$ cat config.mk
export PLATFORM = sky130hd
export DESIGN_NAME = fp_convert_seq
export DESIGN_NICKNAME = d
export VERILOG_FILES = /design/src/rtl/fp_convert_seq.sv
export SDC_FILE = /design/constraint.sdc
export NUM_CORES = 1
export LEC_CHECK = 0
export CELL_PAD_IN_SITES_DETAIL_PLACEMENT = 1
export CELL_PAD_IN_SITES_GLOBAL_PLACEMENT = 2
export CORE_ASPECT_RATIO = 1.1
export CORE_UTILIZATION = 30
export DETAILED_ROUTE_END_ITERATION = 10
export HOLD_SLACK_MARGIN = 0.03
export PLACE_DENSITY_LB_ADDON = 0.08
export SETUP_SLACK_MARGIN = 0.02
export SYNTH_ARGS = -nofsm -noshare
export SYNTH_HDL_FRONTEND = slang
export SYNTH_SLANG_ARGS = --single-unit
export TNS_END_PERCENT = 30
$ cat constraint.sdc
create_clock -name clk -period 6.5 [get_ports clk]
set_clock_uncertainty 0.2 [all_clocks]
set_input_delay 1.3 -clock clk [delete_from_list [all_inputs] [get_ports clk]]
set_output_delay 1.3 -clock clk [all_outputs]
set_load 0.01 [all_outputs]
$ cat src/rtl/fp_convert_seq.sv
// Multi-cycle two's-complement integer to compact float (sign, exponent, significand) converter.
// Build option: define FPCVT_ROUND_EN for round-half-up; otherwise the ROUND state truncates.
module fp_convert_seq #(
  parameter int IN_W   = 12,
  parameter int EXP_W  = 3,
  parameter int MANT_W = 4
) (
  input  logic              clk,
  input  logic              rst,
  input  logic              in_valid,
  output logic              in_ready,
  input  logic [IN_W-1:0]   din,
  output logic              out_valid,
  input  logic              out_ready,
  output logic              sign,
  output logic [EXP_W-1:0]  exponent,
  output logic [MANT_W-1:0] significand
);

  localparam int                EMAX    = IN_W - MANT_W - 1;
  localparam logic [EXP_W-1:0]  EMAX_E  = EXP_W'(EMAX);
  localparam logic [EXP_W-1:0]  E_ONE   = EXP_W'(1);
  localparam logic [MANT_W-1:0] F_ONE   = MANT_W'(1);
  localparam logic [MANT_W-1:0] F_HALF  = MANT_W'(1) << (MANT_W - 1);
  localparam logic [IN_W-2:0]   MAG_ONE = (IN_W-1)'(1);
  localparam logic [IN_W-1:0]   DIN_MIN = {1'b1, {(IN_W-1){1'b0}}};

  typedef enum logic [2:0] {
    IDLE  = 3'd0,
    MAG   = 3'd1,
    NORM  = 3'd2,
    ROUND = 3'd3,
    DONE  = 3'd4
  } state_t;

  state_t state, state_nx;

  logic [IN_W-1:0]   din_r;
  logic [IN_W-2:0]   mag;     // |din| always fits in IN_W-1 bits after saturation
  logic [EXP_W-1:0]  e_cnt;
  logic              sign_r;
  logic              norm_shift;
  logic [MANT_W-1:0] f_trunc;
  logic [MANT_W-1:0] f_rnd;
  logic [EXP_W-1:0]  e_rnd;

  assign norm_shift = (e_cnt != '0) && !mag[IN_W-2];
  assign f_trunc    = mag[IN_W-2 -: MANT_W];

  // Handshake: a transfer happens on a rising edge where valid && ready are both high;
  // out_valid and the result stay put until that edge, in_ready is high only in IDLE.
  always_ff @(posedge clk) begin
    if (rst) state <= IDLE;
    else     state <= state_nx;
  end

  always_comb begin
    state_nx  = state;
    in_ready  = 1'b0;
    out_valid = 1'b0;
    case (state)
      IDLE: begin
        in_ready = 1'b1;
        if (in_valid) state_nx = MAG;
      end
      MAG:  state_nx = NORM;
      NORM: if (!norm_shift) state_nx = ROUND;
      ROUND: state_nx = DONE;
      DONE: begin
        out_valid = 1'b1;
        if (out_ready) state_nx = IDLE;
      end
      default: state_nx = IDLE;
    endcase
  end

`ifdef FPCVT_ROUND_EN
  logic rb;
  assign rb = mag[IN_W-2-MANT_W];
`endif

  always_comb begin
    f_rnd = f_trunc;
    e_rnd = e_cnt;
`ifdef FPCVT_ROUND_EN
    if (rb) begin
      if (&f_trunc) begin
        // Carry out of the significand bumps the exponent unless it is already at the top.
        if (e_cnt == EMAX_E) begin
          f_rnd = '1;
        end else begin
          f_rnd = F_HALF;
          e_rnd = e_cnt + E_ONE;
        end
      end else begin
        f_rnd = f_trunc + F_ONE;
      end
    end
`endif
  end

  always_ff @(posedge clk) begin
    if (rst) begin
      din_r       <= '0;
      mag         <= '0;
      e_cnt       <= '0;
      sign_r      <= 1'b0;
      sign        <= 1'b0;
      exponent    <= '0;
      significand <= '0;
    end else begin
      case (state)
        IDLE: if (in_valid) din_r <= din;
        MAG: begin
          sign_r <= din_r[IN_W-1];
          e_cnt  <= EMAX_E;
          if (din_r == DIN_MIN)   mag <= '1;
          else if (din_r[IN_W-1]) mag <= ~din_r[IN_W-2:0] + MAG_ONE;
          else                    mag <= din_r[IN_W-2:0];
        end
        NORM: begin
          if (norm_shift) begin
            mag   <= mag << 1;
            e_cnt <= e_cnt - E_ONE;
          end
        end
        ROUND: begin
          sign        <= sign_r;
          exponent    <= e_rnd;
          significand <= f_rnd;
        end
        default: ;
      endcase
    end
  end

endmodule

==> metrics, run 1 <==
core area 5769 µm²; Sequential Area 760.7 µm²; vias after detailed routing 1509; f_max 314.4 MHz; RePlAce Congestion 0.6923; crit path kind flop to primary output; cts bufs inserted 5; crit start category flop; ys flop type dfxtp_1; initial antenna violation count 0; run status finished, final reports clean; drt first pass iters 4; Critical R2R Launch e_cnt[0]$_SDFFE_PP0P_; hold bufs inserted after CTS 0; Syn Inst Count 210; hold path start sign_r$_SDFFE_PP0N_; multi-input logic area 957.2 µm²; endpoints failing hold 0; Worst EP arrival 1.68 ns; clk_lat worst skew 0.29 ns; Overflow after GRT 0; Worst Setup SP state[2]$_SDFFE_PP0P_; htree depth 2; synth warn 0; DRT antenna net count 0; die area 6333 µm²; Worst setup EP type primary output; Fillers 670; chip height 83.37 µm; Initial Utilization 31.29%; Crit path required time 5.00 ns; routed wl met3 132 µm; synth unique cells 33; Mapped Area 1805 µm²; cell family with most CP delay buffers and inverters; CTS clk-pin slew, worst paths 0.08 ns; unrepaired setup endpoints after global routing no; sequential area share after synthesis 42.13%; leakage 0.0008007 µW; DR iter-0 viols 34; HPWL Detailed 2991 µm; Peak VDD IR 0.1246 mV; setup_tns 0 ns; WP buf/inv 1; # nets final 249; endpoints failing setup 0; Critical Path, Cell by Cell nor3_1 -> clkdlybuf4s50_1; wire length per cell 13.52 µm; first-pass GRT wire length 7362 µm; layout cells sized above 1 9.957%; fin crit share 48.93%; gr usage total 14.71%; Clock Sinks 38; Slew @ Worst Pin 0.6058 ns; syn_area_per_cell 8.598 µm²; Min-Delay Path Class flop to flop; Synth async-reset ratio 0%; Vias/cell 4.899; Area Growth Syn to Fin 22.45%; post_cts resized 0; share of the synthesized area in the top cell type 42.13%; slowest stage delay, CP 0.61 ns; root buf cell clkbuf_8; Post-route DRC 0; met1 wire length 1858 µm; EDFF count, synth 0; antenna cells 0; Mapped Nets 229; # IOs 26; routed wire length 4163 µm; Final Util 38.32%; clock tree buffer depth 2; fin crit period 3.181 ns; DR top layer met4; vias in the first global route 1520; CP max stage cell clkdlybuf4s50_1; final slew viol count 0; Commonest cells post-synth nor2_1, dfxtp_1, nand2_1, a21oi_1; Slew headroom 59.49%; top-count cell post-synth nor2_1; # Post-CTS Setup Buffers 0; post-synth top area cell dfxtp_1; Max Cap Violations 0; Synth Register Bits 38; die width 75.97 µm; pwr dens 433.8 nW/µm²; site row count 29; port buffer count 25; Max FO, Critical Path 15; CTS tree built; largest net degree at the start of global routing 40; met2 WL 2107 µm; top post-synthesis cells by area dfxtp_1, nor2_1, a2111oi_2
-- state kept, by name, summed over array words and instances, names as in the netlist --
name,flops
exponent,3
sign,1
significand,4
sign_r,1
e_cnt,3
din_r,12
state,3
mag,11
-- layout make-up --
cell class	count	area share [%]
Tap cell	77	4.358
Clock inverter	3	1.811
Sequential cell	38	34.41
Clock buffer	5	3.113
Timing Repair Buffer	26	11.66
Multi-Input combinational cell	151	43.29
Inverter	8	1.358
-- placed cells by master (no fill, tap or decap), types with 3 or more instances in the layout --
cell              n
clkbuf_8          5
a31oi_1           3
a21oi_1          21
a211oi_1          3
o21ai_0           3
nand2_1          28
a2111oi_2         9
mux2i_1           8
inv_1             8
nor3_1            5
nor2_1           40
xnor2_1           8
clkdlybuf4s50_1  25
dfxtp_1          38
ha_1              3
-- final timing paths --
check	endpoint	slack (ns)	cells after the start
min	sign_r$_SDFFE_PP0N_	0.28	2
max	in_ready	3.32	2
min reg2reg	sign_r$_SDFFE_PP0N_	0.28	2
max reg2reg	mag[6]$_SDFFE_PP0P_	4.00	7
-- logic make-up (layout without fill, tap and decap cells) --
| logic type | after synthesis | in the layout | share of synthesized area (%) |
|---|---|---|---|
| simple gates | 86 | 86 | 22.04 |
| compound gates | 45 | 45 | 20.10 |
| flops | 38 | 38 | 42.13 |
| buf+inv | 21 | 42 | 4.850 |
| xor+xnor | 9 | 9 | 4.366 |
| mux | 8 | 8 | 4.435 |
| fa+ha+maj | 3 | 3 | 2.079 |
-- worst register-to-register path, stage by stage, from the launching register on --
cell,delay [ns]
dfxtp_1,0.32
inv_1,0.07
ha_1,0.20
ha_1,0.22
or4b_4,0.52
a21oi_4,0.34
nor2_1,0.13
a2111oi_2,0.38
-- routing by layer --
| layer | GRT usage, % | vias to the layer above |
|---|---|---|
| met5 | 0 | - |
| met4 | 5.245 | 0 |
| met3 | 3.626 | 6 |
| met2 | 26.36 | 23 |
| met1 | 16.86 | 720 |
| li1 | - | 760 |
-- power by group --
part	switching (µW)	internal, µW	leakage [µW]
sequential	72.5	299	0.000311
combinational	217	170	0.000432
clock	87.6	113	0.0000579
-- metrics by stage --
stage          setup WS [ns]  total power, µW  instances  cell area [µm²]  hold slack, ns
2_1_floorplan          4.101            673.0        210             1805          0.2532
3_3_place_gp           3.675            754.0        300             2102          0.2640
3_5_place_dp           3.638            769.0        300             2102          0.2748
4_1_cts                3.308            973.9        308             2211          0.2864
5_1_grt                3.185             1042        308             2211          0.3260
6_report               3.319            959.1        308             2211          0.2831
Power figures use the tool's default switching activity.
==> inputs of run 2 (changes only) <==
Settings changed: CORE_UTILIZATION 30 to 29.
Clock period 6.5 ns to 2.6 ns, I/O delays scaled along.
==> metrics, run 2 (synthesis gave the netlist of run 1 again) <==
run status finished, final reports clean; fin area 2201 µm²; cts bufs inserted 5; WHS 0.2878 ns; Max FO, Critical Path 15; pwr dens 1051 nW/µm²; vias after detailed routing 1513; clock tree buffer depth 2; RePlAce Congestion 0.6720; Max Cap Violations 0; unrepaired setup endpoints after global routing no; slowest stage delay, CP 0.65 ns; CTS tree built; die area 6546 µm²; gr usage total 14.61%; clk_lat worst skew 0.29 ns; fin crit period 2.397 ns; logic gate share of total power 41.6%; Slew headroom 61.13%; Internal 1388 µW; Crit path required time 1.88 ns; # nets final 250; hold bufs inserted after CTS 0; # Post-CTS Setup Buffers 0; Fillers 718; placed insts 301; initial antenna violation count 0; die width 77.23 µm; f_max 417.3 MHz; endpoints failing setup 0; Worst setup EP type primary output; Min-Delay Path Class flop to flop; CP max stage cell dfxtp_1; drt first pass iters 4; Critical Path, Cell by Cell and2_1 -> clkdlybuf4s50_1; layout cells sized above 1 9.914%; Post-route DRC 0; Initial Utilization 30.72%; Slew @ Worst Pin 0.5813 ns; setup_tns 0 ns; Overflow after GRT 0; vias in the first global route 1569; routed wire length 4255 µm; Vias/cell 4.896; wire length per cell 13.77 µm; core area 5878 µm²; clock share of power 18.2%; # IOs 26; Switching Share 39.97%; Area Growth Syn to Fin 21.90%; fin crit share 92.18%; DR iter-0 viols 40; top flop regs din_r x12, mag x11, significand x4; Clock Sinks 38; Layout Cells excl Fill 309; leakage 0.0007958 µW; Critical R2R Launch e_cnt[0]$_SDFFE_PP0P_; root buf cell clkbuf_8; Peak VDD IR 0.3006 mV; CTS clk-pin slew, worst paths 0.08 ns; chip height 84.76 µm; NetSw 924.1 µW; part of the power in registers 40.2%; most common cell after layout, fill and taps aside nor2_1; antenna cells 0; htree depth 2; largest net degree at the start of global routing 23; site row count 29; crit start category flop; post_cts resized 0; hold path start exponent[0]$_SDFFE_PP0N_; Worst Setup SP state[2]$_SDFFE_PP0P_; reg2reg setup slack 0.21 ns; max reg flops 12; DP Area 2110 µm²; HPWL Detailed 3225 µm; Top reg by flops din_r; endpoints failing hold 0; port buffer count 25; Worst EP arrival 1.68 ns; crit path kind flop to primary output; DRT antenna net count 0; final slew viol count 0; most frequent cells in the layout nor2_1, dfxtp_1, nand2_1; first-pass GRT wire length 7458 µm
==> run 2: cell count changes in the layout (fill, tap and decap cells not counted) <==
| cell | delta |
|---|---|
| buf_4 | +1 |
| bufinv_16 | -1 |
| clkbuf_1 | +1 |
| clkbuf_8 | +1 |
| clkinv_2 | -1 |
==> run 2: stage by stage <==
stage                     total power (µW)  worst slack, ns  util (%)
after floorplan                       1683           0.4197         -
after global placement                1874           0.2881     35.89
after detailed placement              1930           0.1706     35.89
after CTS                             2361           0.1471     37.44
after global routing                  2528          0.04397     37.44
final                                 2312           0.2034     37.44
==> run 2: power groups by stage <==
stage	sequential, µW	clock, µW	combinational [µW]
2_1_floorplan	858	0	825
3_3_place_gp	937	0	937
3_5_place_dp	948	0	982
4_1_cts	934	440	988
5_1_grt	962	460	1110
6_report	930	421	961
==> run 2: final timing paths <==
| check | endpoint | depth (start not counted) |
|---|---|---|
| setup / recovery | out_valid | 2 |
| hold / removal | exponent[0]$_SDFFE_PP0N_ | 2 |
| setup reg to reg | mag[8]$_SDFFE_PP0P_ | 7 |
| hold reg to reg | exponent[0]$_SDFFE_PP0N_ | 2 |
==> run 2: routing by layer <==
metal / wire [µm] / track usage, % / vias to the layer above
met3: 108 / 3.587 / 5
met5: 0 / 0 / -
li1: - / - / 760
met1: 1790 / 16.07 / 724
met4: 43 / 4.631 / 0
met2: 2312 / 27.19 / 24
==> run 2: final cells by class <==
class | count | area (µm²) | area share [%]
tap | 77 | 96.34 | 4.377
clock inverter | 1 | 5.005 | 0.2274
timing repair buffer | 27 | 265.3 | 12.05
clock buffer | 7 | 86.33 | 3.923
sequential | 38 | 760.7 | 34.57
inverter | 8 | 30.03 | 1.364
multi-input combinational | 151 | 957.2 | 43.49
==> run 2: critical path: cells and delay by family (launching register included) <==
family | cells | cell delay, ns
flip-flops | 1 | 0.65
buffers and inverters | 1 | 0.53
AND/OR/NAND/NOR | 1 | 0.20
==> inputs of run 3 (changes only) <==
Settings changed: CORE_MARGIN set to 1.5, GPL_TIMING_DRIVEN set to 0.
==> metrics, run 3 (synthesis gave the netlist of run 1 again) <==
site row count 29; gr usage total 14.61%; Vias/cell 4.809; Switching Share 39.18%; Final Util 38.48%; Initial Utilization 30.72%; endpoints failing setup 0; run status finished, final reports clean; final slew viol count 0; CTS tree built; Clock Sinks 38; die width 78.23 µm; Top reg by flops din_r; HPWL Detailed 3411 µm; crit start category flop; Min-Delay Path Class flop to flop; Worst setup EP type flop; cts bufs inserted 5; # nets final 261; leakage 0.0008264 µW; CP max stage cell or4b_4; antenna cells 0; CTS clk-pin slew, worst paths 0.08 ns; largest net degree at the start of global routing 13; layout cells sized above 1 10.70%; chip height 85.76 µm; core area 5878 µm²; routed wire length 4532 µm; Slew headroom 54.99%; pwr dens 1087 nW/µm²; most frequent cells in the layout nor2_1, dfxtp_1, nand2_1; vias in the first global route 1582; fin area 2262 µm²; hold bufs inserted after CTS 0; # Post-CTS Setup Buffers 0; Overflow after GRT 0; most common cell after layout, fill and taps aside nor2_1; pre-CTS setup slack 0.07663 ns; vias after detailed routing 1539; root buf cell clkbuf_8; part of the power in registers 35.8%; f_max 409.9 MHz; Slew @ Worst Pin 0.6752 ns; RePlAce Congestion 0.7139; # IOs 26; Worst path most repeated cell ha_1; fin crit share 93.83%; wire length per cell 14.16 µm; first-pass GRT wire length 7659 µm; Internal 1495 µW; port buffer count 25; Crit path required time 2.58 ns; Post-route DRC 0; Max FO, Critical Path 10; slowest stage delay, CP 0.53 ns; NetSw 963.1 µW; clk_lat worst skew 0.29 ns; Critical Path, Cell by Cell inv_1 -> ha_1 -> ha_1 -> or4b_4 -> a21oi_4 -> buf_4 -> nor2_1 -> a2111oi_2; DRT antenna net count 0; htree depth 2; endpoints failing hold 0; die area 6709 µm²; Peak VDD IR 0.3042 mV; PnR Total Power 2458 µW; max reg flops 12; logic gate share of total power 43.7%; Worst EP arrival 2.42 ns; DP Area 2152 µm²; Max Cap Violations 0; top flop regs din_r x12, mag x11, significand x4; setup_tns 0 ns; final worst slack 0.1605 ns; initial antenna violation count 0; crit path kind flop to flop; clock share of power 20.6%; unrepaired setup endpoints after global routing no; drt first pass iters 4; clock tree buffer depth 2; fin crit period 2.439 ns; Area Growth Syn to Fin 25.29%; DR iter-0 viols 21
-- run 3: cell count changes in the layout (fill, tap and decap cells not counted), sizes merged --
cell    change
bufinv      +1
clkinv      +1
buf         +2
clkbuf      +7
-- run 3: metrics by stage --
stage | hold WS, ns | std cells
finish | 0.2917 | 320
global route | 0.3229 | 320
CTS | 0.3013 | 320
detailed placement | 0.2789 | 312
global placement | 0.2633 | 312
floorplan | 0.2532 | 210
-- run 3: path summary, 6_finish.rpt --
check,depth (start not counted),end,slack [ns],start
setup / recovery,8,mag[8]$_SDFFE_PP0P_,0.16,e_cnt[0]$_SDFFE_PP0P_
hold / removal,2,exponent[0]$_SDFFE_PP0N_,0.29,exponent[0]$_SDFFE_PP0N_
setup reg to reg,8,mag[8]$_SDFFE_PP0P_,0.16,e_cnt[0]$_SDFFE_PP0P_
hold reg to reg,2,exponent[0]$_SDFFE_PP0N_,0.29,exponent[0]$_SDFFE_PP0N_
-- run 3: layer usage --
metal | track usage, % | routed length [µm] | share of wire, % | vias to the layer above
met1 | 17.10 | 2078 | 46 | 727
met5 | 0 | 0 | 0 | -
met4 | 4.383 | 53 | 1.2 | 0
met2 | 26.80 | 2289 | 51 | 20
li1 | - | - | - | 786
met3 | 2.872 | 110 | 2.4 | 6
-- run 3: critical path, delay by kind of cell (launching register included) --
kind / cells / cell delay [ns]
simple gates: 2 / 0.60
fa+ha+maj: 2 / 0.43
compound gates: 2 / 0.51
flops: 1 / 0.32
buf+inv: 2 / 0.27
-- run 3: final cells by class --
type / count / area, µm²
repair buffers: 25 / 250.2
clock buffers: 5 / 68.82
multi-input cells: 151 / 957.2
inverters: 8 / 30.03
plain buffers: 13 / 58.81
well taps: 77 / 96.34
flip-flops and latches: 38 / 760.7
clock inverters: 3 / 40.04
fillers: 729 / 3616
-- run 3: power by group through the flow --
stage	Clock, µW	Combinational, µW	Sequential (µW)
2_1_floorplan	0	825	858
3_3_place_gp	0	1050	885
3_5_place_dp	0	1090	894
4_1_cts	523	1100	880
5_1_grt	542	1200	902
6_report	505	1070	879
-- run 3: what timing repair did --
| item | 4_1_cts | 5_1_grt |
|---|---|---|
| setup endpoints to repair | 1 | 0 |
| gates resized for setup | 1 | 0 |
| hold endpoints to repair | 0 | 0 |
